### src/rtl/mano_mem_arbiter_pkg.sv
// Shared definitions for the Mano main-memory arbiter: default widths,
// FSM state encoding and read-return owner tags.
package mano_mem_arbiter_pkg;

    localparam int AW_DEF = 12;
    localparam int DW_DEF = 16;
    localparam int CNT_W  = 4;

    typedef enum logic {
        ST_ARB  = 1'b0,
        ST_LOCK = 1'b1
    } arb_state_t;

    typedef enum logic {
        OWN_CORE = 1'b0,
        OWN_LD   = 1'b1
    } owner_t;

endpackage

### src/rtl/mano_mem_arbiter_if.sv
// Bus bundle between the core, the loader, the memory macro and the arbiter.
// The slave modport is the arbiter's view; the master modport is everything around it.
interface mano_mem_arbiter_if
    import mano_mem_arbiter_pkg::*;
#(
    parameter int AW = AW_DEF,
    parameter int DW = DW_DEF
) ();

    // Requests are levels held until the matching *_gnt is seen high in the same
    // cycle; *_rvalid pulses exactly one cycle after a read grant, with *_rdata.
    logic          core_rd;
    logic          core_wr;
    logic [AW-1:0] core_addr;
    logic [DW-1:0] core_wdata;
    logic          core_gnt;
    logic          core_rvalid;
    logic [DW-1:0] core_rdata;

    logic          ld_rd;
    logic          ld_wr;
    logic          ld_lock;
    logic [AW-1:0] ld_addr;
    logic [DW-1:0] ld_wdata;
    logic          ld_gnt;
    logic          ld_rvalid;
    logic [DW-1:0] ld_rdata;
    logic          locked;

    logic          mem_en;
    logic          mem_we;
    logic [AW-1:0] mem_addr;
    logic [DW-1:0] mem_wdata;
    logic [DW-1:0] mem_rdata;

    arb_state_t       dbg_state;
    logic [CNT_W-1:0] dbg_wait_cnt;

    modport slave (
        input  core_rd, core_wr, core_addr, core_wdata,
        output core_gnt, core_rvalid, core_rdata,
        input  ld_rd, ld_wr, ld_lock, ld_addr, ld_wdata,
        output ld_gnt, ld_rvalid, ld_rdata, locked,
        output mem_en, mem_we, mem_addr, mem_wdata,
        input  mem_rdata,
        output dbg_state, dbg_wait_cnt
    );

    modport master (
        output core_rd, core_wr, core_addr, core_wdata,
        input  core_gnt, core_rvalid, core_rdata,
        output ld_rd, ld_wr, ld_lock, ld_addr, ld_wdata,
        input  ld_gnt, ld_rvalid, ld_rdata, locked,
        input  mem_en, mem_we, mem_addr, mem_wdata,
        output mem_rdata,
        input  dbg_state, dbg_wait_cnt
    );

endinterface

### src/rtl/mano_arb_starve_cnt.sv
// Saturating count of consecutive cycles the loader was denied; at-limit
// forces the next arbitration in the loader's favour.
module mano_arb_starve_cnt
    import mano_mem_arbiter_pkg::*;
#(
    parameter int LIM = 4
) (
    input  logic             i_clk,
    input  logic             i_rst,
    input  logic             i_clr,
    input  logic             i_inc,
    output logic [CNT_W-1:0] o_cnt,
    output logic             o_at_lim
);

    localparam logic [CNT_W-1:0] LIM_V = CNT_W'(LIM);

    logic [CNT_W-1:0] r_cnt;

    always_ff @(posedge i_clk) begin
        if (i_rst || i_clr) begin
            r_cnt <= '0;
        end else if (i_inc && (r_cnt != LIM_V)) begin
            r_cnt <= r_cnt + 1'b1;
        end
    end

    assign o_cnt    = r_cnt;
    assign o_at_lim = (r_cnt == LIM_V);

endmodule

### src/rtl/mano_mem_arbiter.sv
// Single-port memory arbiter between the Mano core and a loader/debug master,
// with core priority, loader starvation protection and a loader lock mode.
module mano_mem_arbiter
    import mano_mem_arbiter_pkg::*;
#(
    parameter int AW         = AW_DEF,
    parameter int DW         = DW_DEF,
    parameter int STARVE_LIM = 4
) (
    input  logic mclk,
    input  logic mrst,
    mano_mem_arbiter_if.slave bus
);

    logic             w_core_req;
    logic             w_ld_req;
    logic             w_exclusive;
    logic             w_at_lim;
    logic             w_core_gnt;
    logic             w_ld_gnt;
    logic             w_mem_en;
    logic             w_mem_we;
    logic [AW-1:0]    w_mem_addr;
    logic [DW-1:0]    w_mem_wdata;
    logic             w_core_ret;
    logic             w_ld_ret;
    logic [CNT_W-1:0] w_wait_cnt;

    arb_state_t    r_state;
    logic          r_pend;
    owner_t        r_tag;
    logic [DW-1:0] r_core_rdata;
    logic [DW-1:0] r_ld_rdata;

    assign w_core_req  = bus.core_rd | bus.core_wr;
    assign w_ld_req    = bus.ld_rd | bus.ld_wr;
    // The cycle ld_lock drops is already arbitrated normally.
    assign w_exclusive = (r_state == ST_LOCK) && bus.ld_lock;

    always_comb begin
        w_core_gnt = 1'b0;
        w_ld_gnt   = 1'b0;
        if (!mrst) begin
            if (w_exclusive) begin
                w_ld_gnt = w_ld_req;
            end else begin
                w_ld_gnt   = w_ld_req && (!w_core_req || w_at_lim);
                w_core_gnt = w_core_req && !w_ld_gnt;
            end
        end
    end

    mano_arb_starve_cnt #(
        .LIM (STARVE_LIM)
    ) u_starve_cnt (
        .i_clk    (mclk),
        .i_rst    (mrst),
        .i_clr    (!w_ld_req || w_ld_gnt),
        .i_inc    (w_ld_req && !w_ld_gnt),
        .o_cnt    (w_wait_cnt),
        .o_at_lim (w_at_lim)
    );

    // Write wins over read when a port raises both strobes.
    assign w_mem_en    = w_core_gnt | w_ld_gnt;
    assign w_mem_we    = w_ld_gnt ? bus.ld_wr : (w_core_gnt & bus.core_wr);
    assign w_mem_addr  = w_ld_gnt ? bus.ld_addr : bus.core_addr;
    assign w_mem_wdata = w_ld_gnt ? bus.ld_wdata : bus.core_wdata;

    always_ff @(posedge mclk) begin
        if (mrst) begin
            r_state      <= ST_ARB;
            r_pend       <= 1'b0;
            r_tag        <= OWN_CORE;
            r_core_rdata <= '0;
            r_ld_rdata   <= '0;
        end else begin
            case (r_state)
                ST_ARB:  if (w_ld_gnt && bus.ld_lock) r_state <= ST_LOCK;
                ST_LOCK: if (!bus.ld_lock) r_state <= ST_ARB;
                default: r_state <= ST_ARB;
            endcase
            r_pend <= w_mem_en && !w_mem_we;
            r_tag  <= w_ld_gnt ? OWN_LD : OWN_CORE;
            if (w_core_ret) r_core_rdata <= bus.mem_rdata;
            if (w_ld_ret)   r_ld_rdata   <= bus.mem_rdata;
        end
    end

    // A reset landing on the return cycle swallows the response.
    assign w_core_ret = r_pend && !mrst && (r_tag == OWN_CORE);
    assign w_ld_ret   = r_pend && !mrst && (r_tag == OWN_LD);

    assign bus.core_gnt    = w_core_gnt;
    assign bus.core_rvalid = w_core_ret;
    assign bus.core_rdata  = w_core_ret ? bus.mem_rdata : r_core_rdata;
    assign bus.ld_gnt      = w_ld_gnt;
    assign bus.ld_rvalid   = w_ld_ret;
    assign bus.ld_rdata    = w_ld_ret ? bus.mem_rdata : r_ld_rdata;
    assign bus.locked      = (r_state == ST_LOCK);

    assign bus.mem_en    = w_mem_en;
    assign bus.mem_we    = w_mem_we;
    assign bus.mem_addr  = w_mem_addr;
    assign bus.mem_wdata = w_mem_wdata;

    assign bus.dbg_state    = r_state;
    assign bus.dbg_wait_cnt = w_wait_cnt;

endmodule

### src/flat_wrapper.sv
// flat-port wrapper written by rule: the top's interface ports become plain ports
module mano_mem_arbiter_flat import mano_mem_arbiter_pkg::*;
#(
    parameter int AW         = AW_DEF,
    parameter int DW         = DW_DEF,
    parameter int STARVE_LIM = 4
)
  (mclk, mrst, bus_core_rd, bus_core_wr, bus_core_addr, bus_core_wdata, bus_core_gnt, bus_core_rvalid, bus_core_rdata, bus_ld_rd, bus_ld_wr, bus_ld_lock, bus_ld_addr, bus_ld_wdata, bus_ld_gnt, bus_ld_rvalid, bus_ld_rdata, bus_locked, bus_mem_en, bus_mem_we, bus_mem_addr, bus_mem_wdata, bus_mem_rdata, bus_dbg_state, bus_dbg_wait_cnt);
  mano_mem_arbiter_if #(.AW(AW), .DW(DW)) bus_i ();
  input  logic mclk;
  input  logic mrst;
  input wire logic [$bits(bus_i.core_rd)-1:0] bus_core_rd;
  input wire logic [$bits(bus_i.core_wr)-1:0] bus_core_wr;
  input wire logic [$bits(bus_i.core_addr)-1:0] bus_core_addr;
  input wire logic [$bits(bus_i.core_wdata)-1:0] bus_core_wdata;
  output wire logic [$bits(bus_i.core_gnt)-1:0] bus_core_gnt;
  output wire logic [$bits(bus_i.core_rvalid)-1:0] bus_core_rvalid;
  output wire logic [$bits(bus_i.core_rdata)-1:0] bus_core_rdata;
  input wire logic [$bits(bus_i.ld_rd)-1:0] bus_ld_rd;
  input wire logic [$bits(bus_i.ld_wr)-1:0] bus_ld_wr;
  input wire logic [$bits(bus_i.ld_lock)-1:0] bus_ld_lock;
  input wire logic [$bits(bus_i.ld_addr)-1:0] bus_ld_addr;
  input wire logic [$bits(bus_i.ld_wdata)-1:0] bus_ld_wdata;
  output wire logic [$bits(bus_i.ld_gnt)-1:0] bus_ld_gnt;
  output wire logic [$bits(bus_i.ld_rvalid)-1:0] bus_ld_rvalid;
  output wire logic [$bits(bus_i.ld_rdata)-1:0] bus_ld_rdata;
  output wire logic [$bits(bus_i.locked)-1:0] bus_locked;
  output wire logic [$bits(bus_i.mem_en)-1:0] bus_mem_en;
  output wire logic [$bits(bus_i.mem_we)-1:0] bus_mem_we;
  output wire logic [$bits(bus_i.mem_addr)-1:0] bus_mem_addr;
  output wire logic [$bits(bus_i.mem_wdata)-1:0] bus_mem_wdata;
  input wire logic [$bits(bus_i.mem_rdata)-1:0] bus_mem_rdata;
  output wire logic [$bits(bus_i.dbg_state)-1:0] bus_dbg_state;
  output wire logic [$bits(bus_i.dbg_wait_cnt)-1:0] bus_dbg_wait_cnt;
  assign bus_i.core_rd = bus_core_rd;
  assign bus_i.core_wr = bus_core_wr;
  assign bus_i.core_addr = bus_core_addr;
  assign bus_i.core_wdata = bus_core_wdata;
  assign bus_core_gnt = bus_i.core_gnt;
  assign bus_core_rvalid = bus_i.core_rvalid;
  assign bus_core_rdata = bus_i.core_rdata;
  assign bus_i.ld_rd = bus_ld_rd;
  assign bus_i.ld_wr = bus_ld_wr;
  assign bus_i.ld_lock = bus_ld_lock;
  assign bus_i.ld_addr = bus_ld_addr;
  assign bus_i.ld_wdata = bus_ld_wdata;
  assign bus_ld_gnt = bus_i.ld_gnt;
  assign bus_ld_rvalid = bus_i.ld_rvalid;
  assign bus_ld_rdata = bus_i.ld_rdata;
  assign bus_locked = bus_i.locked;
  assign bus_mem_en = bus_i.mem_en;
  assign bus_mem_we = bus_i.mem_we;
  assign bus_mem_addr = bus_i.mem_addr;
  assign bus_mem_wdata = bus_i.mem_wdata;
  assign bus_i.mem_rdata = bus_mem_rdata;
  assign bus_dbg_state = bus_i.dbg_state;
  assign bus_dbg_wait_cnt = bus_i.dbg_wait_cnt;
  mano_mem_arbiter #(.AW(AW), .DW(DW), .STARVE_LIM(STARVE_LIM)) u_core (.mclk(mclk), .mrst(mrst), .bus(bus_i));
endmodule
### config.mk
export PLATFORM = sky130hd
export DESIGN_NAME = mano_mem_arbiter_flat
export DESIGN_NICKNAME = d
export VERILOG_FILES = /design/src/rtl/mano_mem_arbiter_pkg.sv /design/src/rtl/mano_mem_arbiter_if.sv /design/src/rtl/mano_arb_starve_cnt.sv /design/src/rtl/mano_mem_arbiter.sv /design/src/flat_wrapper.sv
export SDC_FILE = /design/constraint.sdc
export NUM_CORES = 1
export LEC_CHECK = 0
export ABC_CLOCK_PERIOD_IN_PS = 2200
export CORE_MARGIN = 4
export CORE_UTILIZATION = 35
export CTS_BUF_LIST = sky130_fd_sc_hd__clkbuf_4 sky130_fd_sc_hd__clkbuf_8
export DETAILED_ROUTE_END_ITERATION = 10
export GPL_TIMING_DRIVEN = 0
export PLACE_DENSITY = 0.8
export SYNTH_ARGS = -nofsm -noshare
export SYNTH_HDL_FRONTEND = slang
export SYNTH_SLANG_ARGS = --single-unit
### constraint.sdc
create_clock -name mclk -period 2.2 [get_ports mclk]
set_input_delay 0.33 -clock mclk [delete_from_list [all_inputs] [get_ports mclk]]
set_output_delay 0.33 -clock mclk [all_outputs]
set_load 0.01 [all_outputs]
# Word level (Yosys, flattened, before mapping)
# Index checks and enable logic that the tools add are counted.
# Widths: inputs -> output; s select.
# word_totals
ff_bits	39
input_bits	79
output_inout_bits	72
word_cells	47
# op_classes
n_addsub	1
n_eq_ne	2
mux	13
n_bitwise	6
n_reduce_logical	19
# op_table
op	count
$mux 16	3
$mux 12	1
$logic_and 1x1->1	10
$mux 1	8
$logic_not 1->1	6
$add 4x1->4 const B	1
$eq 4x3->1 const B	1
$ne 4x3->1 const B	1
$logic_or 1x1->1	3
$or 1x1->1	3
$not 1->1	2
$pmux 1 s2	1
$and 1x1->1	1

# Depth between registers and ports, before layout
# Gate-level depths: netlist of the first run.
# logic_depth
word_depth	12
mapped_depth	7
mapped_depth_nobuf	5

# Cells and area by module
# Synthesis of the first run repeated with hierarchy kept, for this count alone.
# hier_totals
cells_unflattened	186
hier_area_um2	2089.5
# modules_own_cells
mod	instances	cells_per_inst	area_per_inst_um2	seq_area_each_um2
mano_mem_arbiter	1	161	1860.5	700.7
mano_arb_starve_cnt	1	25	229.0	80.1

# Least setup slack after synthesis of the first run
# No wires, ideal clock.
# synth_timing
path_type	reg-to-output
start	reg u_core.u_starve_cnt.r_cnt[0], in the netlist u_core.u_starve_cnt.o_cnt[0]
end	out bus_mem_addr[0]
arrival_time_ps	1589
required_time_ps	1870
setup_slack_ps	281
stages_incl_launch_ff	8
path_buffers	2
cell_sequence	dfxtp_1 > inv_1 > ha_1 > nand3b_1 > a21oi_2 > buf_6 > buf_6 > mux2_2
# synth_via
elab_chain_len	6
# synth_rtl
item	line_no	source
from (decl)	mano_arb_starve_cnt.sv:18	logic [CNT_W-1:0] r_cnt;
from (signal assigned)	mano_arb_starve_cnt.sv:24	r_cnt <= r_cnt + 1'b1;
$eq 4x3->1	mano_arb_starve_cnt.sv:29	assign o_at_lim = (r_cnt == LIM_V);
$logic_or 1x1->1	mano_mem_arbiter.sv:47	w_ld_gnt = w_ld_req && (!w_core_req || w_at_lim);
$logic_and 1x1->1	mano_mem_arbiter.sv:47	
$mux 1	mano_mem_arbiter.sv:44	if (w_exclusive) begin
$mux 1	mano_mem_arbiter.sv:43	if (!mrst) begin
named net bus_ld_gnt	flat_wrapper.sv:24	output wire logic [$bits(bus_i.ld_gnt)-1:0] bus_ld_gnt;
$mux 12	mano_mem_arbiter.sv:67	assign w_mem_addr = w_ld_gnt ? bus.ld_addr : bus.core_addr;
to (decl)	flat_wrapper.sv:30	output wire logic [$bits(bus_i.mem_addr)-1:0] bus_mem_addr;
# The timed path passes the listed nets, and every way through them passes these cells.

# Final worst setup path of the first run
# layout_timing
start	reg u_core.u_starve_cnt.r_cnt[0], in the netlist u_core.u_starve_cnt.o_cnt[0]
end	out bus_mem_wdata[3]
# layout_via
elab_chain_len	6
# layout_rtl
item	line_no	source
$eq 4x3->1	mano_arb_starve_cnt.sv:29	
$logic_or 1x1->1	mano_mem_arbiter.sv:47	
$logic_and 1x1->1	mano_mem_arbiter.sv:47	
$mux 1	mano_mem_arbiter.sv:44	
$mux 1	mano_mem_arbiter.sv:43	
$mux 16	mano_mem_arbiter.sv:68	assign w_mem_wdata = w_ld_gnt ? bus.ld_wdata : bus.core_wdata;
to (decl)	flat_wrapper.sv:31	output wire logic [$bits(bus_i.mem_wdata)-1:0] bus_mem_wdata;
# Every way passes these cells.

==> load_flow_metrics.sql, run 1 <==
INSERT INTO impl_metrics (metric_group, metric, value, unit) VALUES
('sta', 'timing.slew.headroom', '72.8', '%'),
('sta', 'max_freq', '447', 'MHz'),
('outcome', 'outcome', 'complete, but fails checks', ''),
('sta', 'fin_tns_setup', '-0.151', 'ns'),
('synth', 'ys_warn_count', '0', ''),
('floorplan', 'floorplan.die.height', '84.5', 'um'),
('worst_setup_path', 'critical_path.startpoint_type', 'flip-flop', ''),
('synth', 'syn_avg_cell_area', '11.5', 'sq um'),
('synth', 'synth_fp_nets', '259', ''),
('final_layout', 'flow.area_growth_from_synthesis', '103', '%'),
('worst_setup_path', 'timing.critical_path.required', '1.87', 'ns'),
('detailed_routing', 'route.final.wire_length', '7.53', 'mm'),
('synth', 'async_reset_ff_share', '0', '%'),
('worst_setup_path', 'critical_path_class', 'reg -> out', ''),
('outcome', 'failing_checks', 'setup timing', ''),
('sta', 'hold_violations', '0', ''),
('final_layout', 'most_frequent_standard_cell_in_the_layout_excluding_fill_and_tap_cells', 'clkdlybuf4s50_1', ''),
('global_routing', 'grt_max_degree', '18', ''),
('final_layout', 'layout.cells.most_common_list', 'clkdlybuf4s50_1, buf_6, mux2_4, dfxtp_1, and2_1', ''),
('sta', 'setup_viol', '10', ''),
('placed_design', 'hpwl', '5.25', 'mm'),
('sta', 'rsz0062_at_grt', 'yes', ''),
('pwr', 'clkPwrFrac', '27.0', '%'),
('floorplan', 'std_cell_rows', '27', ''),
('global_routing', 'grt_use_total', '20.7', '%'),
('clocking', 'cts_inserted_buffers', '5', ''),
('final_layout', 'final_util', '74.7', '%'),
('sta', 'min_period', '2.24', 'ns'),
('clocking', 'tritoncts_num_sinks', '39', ''),
('synth', 'post-synth-top-area-fraction', '38.1', '%'),
('clocking', 'cts_root_buf', 'clkbuf_8', ''),
('final_layout', 'fillCellCount', '405', ''),
('job', 'max_cap_violations', '0', ''),
('pwr', 'power_switching', '438', 'uW'),
('sta', 'max_slew.worst_pin.slew', '0.408', 'ns'),
('detailed_routing', 'met1Wirelength', '2.92', 'mm'),
('pwr', 'power_frac_comb', '32.0', '%'),
('synth', 'synth.ff_latch_count', '39', ''),
('clocking', 'maximum_number_of_buffers_from_clock_root_to_sink', '2', ''),
('sta', 'skew', '0.00644', 'ns'),
('floorplan', 'core-area', '5570', 'sq um'),
('global_routing', 'grt_pass1_vias', '2188', ''),
('worst_setup_path', 'worstPathMaxFanout', '4', ''),
('sta', 'crit_share_post_route', '102', '%'),
('clocking', 'cts_max_level', '2', ''),
('clocking', 'clock_pin_transition_on_the_worst_setup_and_hold_timing_paths', '0.07', 'ns'),
('detailed_routing', 'via_count', '2031', ''),
('floorplan', 'die_width', '84.5', 'um'),
('detailed_routing', 'final_antenna_net_count', '0', ''),
('worst_setup_path', 'origin_of_the_worst_setup_path', 'u_core.u_starve_cnt.o_cnt[0]', ''),
('placed_design', 'finalWeightedCongestion', '0.787', ''),
('pwr', 'vdd.ir_drop.worst', '401', 'uV'),
('synth', 'synth_top_area_cell', 'dfxtp_1', ''),
('sta', 'setup_ws', '-0.0377', 'ns'),
('synth', 'synth.cell_area', '2050', 'sq um'),
('floorplan', 'die_area', '7140', 'sq um'),
('floorplan', 'top_level_ports', '151', ''),
('worst_setup_path', 'crit_path_end_kind', 'output pin', ''),
('clocking', 'tritoncts', 'yes', ''),
('placed_design', 'io_buffer_count', '149', ''),
('clocking', 'holdBufCountCts', '0', ''),
('hold_path', 'hold_path_class', 'in -> reg', ''),
('synth', 'synth_enable_flop_cells', '0', ''),
('pwr', 'power.total', '1.78', 'mW'),
('pwr', 'power_density', '429', 'nW/um^2'),
('detailed_routing', 'met2_wire_length', '4.22', 'mm'),
('placed_design', 'placed_cells', '399', ''),
('detailed_routing', 'drtIter0Drc', '48', ''),
('global_routing', 'antenna_found_initial', '0', ''),
('detailed_routing', 'detail_route.first_pass.iterations', '4', ''),
('synth', 'synthCells', '178', '');
stage by stage:
stage,hold WS (ns),worst slack [ns],cell area (sq um)
global placement,0.533,-0.517,3630
finish,0.245,-0.0377,4160
global route,0.246,-0.123,4160
CTS,0.246,-0.0621,4060
floorplan,0.463,0.281,2050
detailed placement,0.549,-0.518,3630
critical path: stages (launching register included):
cell	delay [ns]
dfxtp_2	0.33
inv_2	0.07
ha_4	0.12
nand3b_1	0.13
a21oi_4	0.19
buf_6	0.12
buf_6	0.12
buf_12	0.10
mux2_4	0.30
buf_6	0.13
power by group through the flow:
| stage | Combinational (mW) | Clock (mW) | Sequential, mW |
|---|---|---|---|
| finish | 0.571 | 0.482 | 0.732 |
| global route | 0.604 | 0.528 | 0.734 |
| CTS | 0.547 | 0.489 | 0.732 |
| detailed placement | 0.475 | 0 | 0.748 |
| global placement | 0.470 | 0 | 0.747 |
| floorplan | 0.175 | 0 | 0.748 |
area by class of cell:
cell class / instances / area [sq um] / share of cell area [%]
Clock buffer: 6 / 82.6 / 1.98
Timing Repair Buffer: 173 / 1770 / 42.6
Sequential cell: 39 / 786 / 18.9
Inverter: 5 / 18.8 / 0.451
Multi-Input combinational cell: 124 / 1310 / 31.5
Tap cell: 72 / 90.1 / 2.16
Buffer: 9 / 92.6 / 2.22
Clock inverter: 1 / 5.00 / 0.120
worst paths after layout:
kind                                  end  slack, ns  cells after the start
max                      bus_mem_wdata[3]      -0.04                      9
min                         u_core.r_pend       0.24                      2
max reg2reg       u_core.r_core_rdata[13]       0.69                      6
min reg2reg  u_core.u_starve_cnt.o_cnt[0]       0.54                      2
timing repair:
| item | in CTS | in global routing |
|---|---|---|
| buffers inserted | 19 | 2 |
| setup endpoints to repair | 58 | 47 |
| resized for setup | 204 | 19 |
| cloned | 2 | 1 |
| endpoints found under the hold margin | 0 | 0 |
| pin swaps | 1 | 4 |
Yosys cell counts, types with 3 or more instances:
cell type,instances
mux2_2,51
dfxtp_1,39
and2_1,34
mux2_4,9
a21oi_1,5
inv_1,5
buf_6,3
clkbuf_1,3
nor2_1,3
cells by family after synthesis:
logic type | count (synthesis) | synth area share, %
DFF | 39 | 38.1
xor gates and xnor gates | 1 | 0.428
adders and majority gates | 2 | 1.22
buffers and inverters | 15 | 4.95
and+or+nand+nor | 46 | 15.0
AOI/OAI and AO/OA | 14 | 5.13
muxes | 61 | 35.1
registers in the layout, indices dropped and copies added (netlist names):
name	cells
u_core.bus.dbg_state	1
u_core.r_tag	1
u_core.u_starve_cnt.o_cnt	4
u_core.r_ld_rdata	16
u_core.r_pend	1
u_core.r_core_rdata	16
routing by layer:
metal,vias to the layer above,track usage (%)
met5,-,0
met4,0,4.60
met3,6,4.61
met2,60,40.0
met1,989,22.8
li1,976,-
No activity file was read; power rests on OpenSTA's default activity.
==> run 2, diff against run 1 <==
- CORE_ASPECT_RATIO: default -> 1.75
==> load_flow_metrics.sql, run 2 (synthesis results as in run 1) <==
INSERT INTO impl_metrics (metric_group, metric, value, unit) VALUES
('global_routing', 'grt_first_pass_wirelength', '10.8', 'mm'),
('job', 'max_cap_violations', '0', ''),
('worst_setup_path', 'critical_path.startpoint_type', 'flip-flop', ''),
('final_layout', 'nets', '434', ''),
('final_layout', 'layout.cells.most_common_list', 'clkdlybuf4s50_1, dfxtp_1, buf_6, and2_1, mux2_4', ''),
('outcome', 'outcome', 'complete, but fails checks', ''),
('clocking', 'tritoncts', 'yes', ''),
('final_layout', 'antennaDiodeCount', '0', ''),
('floorplan', 'std_cell_rows', '36', ''),
('pwr', 'power_switching_share', '23.5', '%'),
('worst_setup_path', 'crit-reg2reg-capture', 'u_core.u_starve_cnt.o_cnt[0]', ''),
('floorplan', 'initial_utilization', '36.4', '%'),
('hold_path', 'timing.hold.worst.start', 'mrst', ''),
('detailed_routing', 'met1Wirelength', '2.12', 'mm'),
('hold_path', 'hold_path_class', 'in -> reg', ''),
('final_layout', 'most_frequent_standard_cell_in_the_layout_excluding_fill_and_tap_cells', 'clkdlybuf4s50_1', ''),
('final_layout', 'flow.area_growth_from_synthesis', '100', '%'),
('pwr', 'power_frac_comb', '29.2', '%'),
('worst_setup_path', 'worstPathArrival', '1.97', 'ns'),
('detailed_routing', 'met2_wire_length', '4.17', 'mm'),
('global_routing', 'grt_overflow_total', '0', ''),
('detailed_routing', 'detail_route.first_pass.iterations', '4', ''),
('placed_design', 'finalWeightedCongestion', '0.736', ''),
('placed_design', 'hpwl', '5.21', 'mm'),
('clocking', 'cts_inserted_buffers', '5', ''),
('sta', 'crit_share_post_route', '104', '%'),
('worst_setup_path', 'critical_path_class', 'reg -> out', ''),
('sta', 'min_period', '2.30', 'ns'),
('clocking', 'cts_root_buf', 'clkbuf_8', ''),
('floorplan', 'top_level_ports', '151', ''),
('clocking', 'clock_pin_transition_on_the_worst_setup_and_hold_timing_paths', '0.08', 'ns'),
('final_layout', 'fillCellCount', '430', ''),
('sta', 'report.final.slew_viol_count', '0', ''),
('clocking', 'cts_max_level', '2', ''),
('clocking', 'holdBufCountCts', '0', ''),
('final_layout', 'layout-drive-gt1-share', '38.1', '%'),
('placed_design', 'io_buffer_count', '149', ''),
('pwr', 'power.total', '1.86', 'mW'),
('hold_path', 'holdPathEnd', 'u_core.r_pend', ''),
('floorplan', 'floorplan.die.height', '109', 'um'),
('placed_design', 'dp_worst_setup_slack', '-0.515', 'ns'),
('detailed_routing', 'route.final.wire_length', '7.05', 'mm'),
('pwr', 'power_switching', '436', 'uW'),
('worst_setup_path', 'rr_startpoint', 'u_core.u_starve_cnt.o_cnt[1]', ''),
('floorplan', 'die_area', '7180', 'sq um'),
('pwr', 'power_density', '453', 'nW/um^2'),
('sta', 'timing.slew.headroom', '73.0', '%'),
('sta', 'max_slew.worst_pin.slew', '0.401', 'ns'),
('sta', 'setup_ws', '-0.0984', 'ns'),
('sta', 'max_freq', '435', 'MHz'),
('placed_design', 'dpl-instance-area', '3630', 'sq um'),
('sta', 'hold_violations', '0', ''),
('sta', 'rsz0062_at_grt', 'yes', ''),
('detailed_routing', 'final_antenna_net_count', '0', ''),
('detailed_routing', 'drt_drc_violations_left', '0', ''),
('pwr', 'cellLeakagePower', '1.86', 'nW'),
('pwr', 'clkPwrFrac', '31.3', '%'),
('worst_setup_path', 'origin_of_the_worst_setup_path', 'u_core.u_starve_cnt.o_cnt[0]', ''),
('worst_setup_path', 'timing.critical_path.required', '1.87', 'ns'),
('detailed_routing', 'detail_route.vias_per_cell', '4.76', ''),
('sta', 'skew', '0.0101', 'ns'),
('floorplan', 'die_width', '65.8', 'um'),
('pwr', 'seqPwrFrac', '39.4', '%'),
('worst_setup_path', 'reg2regPathDepth', '6', ''),
('outcome', 'failing_checks', 'setup timing', ''),
('hold_path', 'worst_hold_path.num_cells', '2', ''),
('global_routing', 'grt_max_degree', '14', ''),
('pwr', 'vdd.ir_drop.worst', '252', 'uV'),
('clocking', 'clock_latency', '0.29', 'ns'),
('clocking', 'maximum_number_of_buffers_from_clock_root_to_sink', '2', ''),
('worst_setup_path', 'worstPathMaxFanout', '7', ''),
('clocking', 'tritoncts_num_sinks', '39', ''),
('detailed_routing', 'highest-signal-layer', 'met4', ''),
('detailed_routing', 'drtIter0Drc', '52', ''),
('pwr', 'internal-power', '1.42', 'mW'),
('detailed_routing', 'routed_wire_length_per_instance', '16.4', 'um'),
('worst_setup_path', 'timing.reg2reg.setup_slack', '0.70', 'ns'),
('global_routing', 'antenna_found_initial', '0', ''),
('global_routing', 'grt_use_total', '20.0', '%'),
('detailed_routing', 'met3_wirelength', '589', 'um'),
('sta', 'setup_viol', '24', ''),
('final_layout', 'final_design_instance_area_without_fill', '4100', 'sq um'),
('detailed_routing', 'via_count', '2045', ''),
('worst_setup_path', 'crit_path_end_kind', 'output pin', ''),
('global_routing', 'grt_pass1_vias', '2290', ''),
('floorplan', 'core-area', '5630', 'sq um');
==> run 2: changes by cell type in the layout (fill, tap and decap cells not counted), sizes merged <==
cell           delta
clkdlybuf4s15     -1
dlymetal6s2s      -1
bufbuf            +1
buf               -4
clkbuf            -2
bufinv            +1
clkinv            +1
clkdlybuf4s50     +2
==> run 2: worst max-delay path: stages (launching register included) <==
cell,delay [ns]
dfxtp_2,0.33
inv_2,0.07
ha_4,0.14
nand3b_1,0.17
a21oi_4,0.22
buf_6,0.17
buf_8,0.14
mux2_4,0.31
buf_6,0.12
==> run 2: power groups by stage <==
stage / Combinational [mW] / Sequential [mW] / Clock, mW
final: 0.543 / 0.733 / 0.582
after global routing: 0.579 / 0.734 / 0.631
after CTS: 0.536 / 0.732 / 0.597
after detailed placement: 0.474 / 0.748 / 0
after global placement: 0.467 / 0.747 / 0
after floorplan: 0.175 / 0.748 / 0
==> run 2: metal layers <==
| layer | up-vias | global-route usage (%) |
|---|---|---|
| met5 | - | 0 |
| met4 | 0 | 7.72 |
| met3 | 12 | 5.46 |
| met2 | 107 | 41.3 |
| met1 | 956 | 17.1 |
| li1 | 970 | - |
==> run 2: worst max path at each step <==
stage,end,cells after the start
floorplan,bus_mem_addr[0],7
global placement,bus_mem_wdata[7],7
detailed placement,bus_mem_wdata[13],7
CTS,bus_mem_wdata[9],9
global route,bus_mem_wdata[10],8
finish,bus_mem_wdata[10],8
==> run 2: repair_timing <==
| item | in CTS | in global routing |
|---|---|---|
| endpoints found under the setup margin | 58 | 35 |
| resized for setup | 197 | 13 |
| setup buffers | 15 | 4 |
| cloned | 3 | 0 |
| pin swaps | 2 | 3 |
==> run 2: stage by stage <==
step	utilization (%)	TNS, ns	hold slack [ns]	std cells
floorplan	-	0	0.463	178
global placement	64.5	-13.27	0.524	403
detailed placement	64.5	-13.38	0.536	403
CTS	72.4	-1.94	0.229	429
global route	72.8	-3.77	0.231	430
finish	72.8	-1.73	0.234	430
==> run 2: cell type report <==
type	instances	area (sq um)	area share, %
repair buffers	169	1710	41.7
multi-input cells	124	1290	31.4
flip-flops and latches	39	786	19.2
well taps	76	95.1	2.32
plain buffers	9	91.3	2.23
clock buffers	5	68.8	1.68
clock inverters	3	43.8	1.07
inverters	5	18.8	0.458
==> variant, RTL diff (config.mk and constraints of run 2) <==
The package constant `CNT_W` goes from 4 to 3.
--- a/src/rtl/mano_mem_arbiter_pkg.sv
+++ b/src/rtl/mano_mem_arbiter_pkg.sv
@@ -4,7 +4,7 @@
 
     localparam int AW_DEF = 12;
     localparam int DW_DEF = 16;
-    localparam int CNT_W  = 4;
+    localparam int CNT_W  = 3;
 
     typedef enum logic {
         ST_ARB  = 1'b0,
Ports: changed (resized bus_dbg_wait_cnt); port bits go from 151 to 150. The function was not compared with the original's and may differ.
==> variant against run 2 <==
Total power shrank 5.1%; design area shrank 2.1%; sequential cell count shrank 1; critical path depth grew 1; die area shrank 3.0%; worst setup slack gained 100 ps; area after synthesis shrank 3.3%; routed wire length grew 3.4%.
==> variant: results <==
group,metric,value,unit
placement,post_dp_cell_area,0.00357,mm2
placement,gp_congestion,0.731,
detailed_routing,drt_iter0_markers,36,
final_layout,num-nonclk-inverters,4,
grt,grt_usage,21.5,%
critical_path,reg2reg_from,"u_core.r_pend$_SDFF_PP0_",
final_layout,fin_nets,429,
critical_path,slowest_delay,350,ps
synthesis,yosysSeqAreaShare,38.4,%
hold_path,worstHoldStart,"bus_ld_lock",
sta,relSlewSlack,64.0,%
synthesis,synth_cell_types,26,
run_status,status,"finished, final reports clean",
detailed_routing,firstDrtPassIters,3,
power,p_comb_share,30.8,%
final_layout,layout-drive-gt1-share,39.3,%
synthesis,syn_area_per_cell,11.4,um2
synthesis,synth-compound-area-share,4.17,%
detailed_routing,vias_per_cell,4.72,
detailed_routing,vias,2008,
grt,grt_pass1_wl,11.3,mm
final_layout,seq-cell-share,19.1,%
placement,post-place-ws,-607,ps
placement,dp_hpwl,5.29,mm
synthesis,netlist_top_cells_count,"mux2_2, dfxtp_1, nor2b_1, and2b_1, mux2_4",
synthesis,yosys.area_share.adder,1.26,%
critical_path,path_max_fanout,5,
-- variant: changes by cell type in the layout (fill, tap and decap cells not counted), sizes merged, moves of 6 or more --
| cell | before | now |
|---|---|---|
| and2 | 34 | 1 |
| nor2b | 0 | 24 |
| and2b | 0 | 9 |
| clkdlybuf4s50 | 100 | 94 |
-- variant: worst max path at each step --
stage / slack (ps) / cells past startpoint / end / start
6_report: 3 / 9 / bus_mem_wdata[5] / u_core.u_starve_cnt.o_cnt[0]$_SDFFE_PP0P_
4_1_cts: -10 / 9 / bus_mem_wdata[9] / u_core.u_starve_cnt.o_cnt[0]$_SDFFE_PP0P_
3_3_place_gp: -590 / 6 / bus_mem_wdata[5] / mrst
3_5_place_dp: -610 / 6 / bus_mem_wdata[9] / mrst
2_1_floorplan: 440 / 6 / bus_mem_addr[0] / u_core.u_starve_cnt.o_cnt[0]$_SDFFE_PP0P_
5_1_grt: -60 / 9 / bus_mem_addr[3] / u_core.u_starve_cnt.o_cnt[0]$_SDFFE_PP0P_
-- variant: repair_timing --
action | in CTS | in global routing
gates cloned | 3 | 0
hold buffers | 0 | 0
gates resized for setup | 185 | 34
pin swaps | 3 | 3
setup endpoints to repair | 66 | 43
setup buffers | 15 | 1
-- variant: routing by layer --
| metal | up-vias | wire (um) | share of wire (%) | global-route usage [%] |
|---|---|---|---|---|
| met4 | 0 | 390 | 5.3 | 13.6 |
| met3 | 26 | 750 | 10 | 7.84 |
| met2 | 120 | 4010 | 55 | 41.0 |
| met5 | - | 0 | 0 | 0 |
| met1 | 916 | 2140 | 29 | 17.6 |
| li1 | 946 | - | - | - |
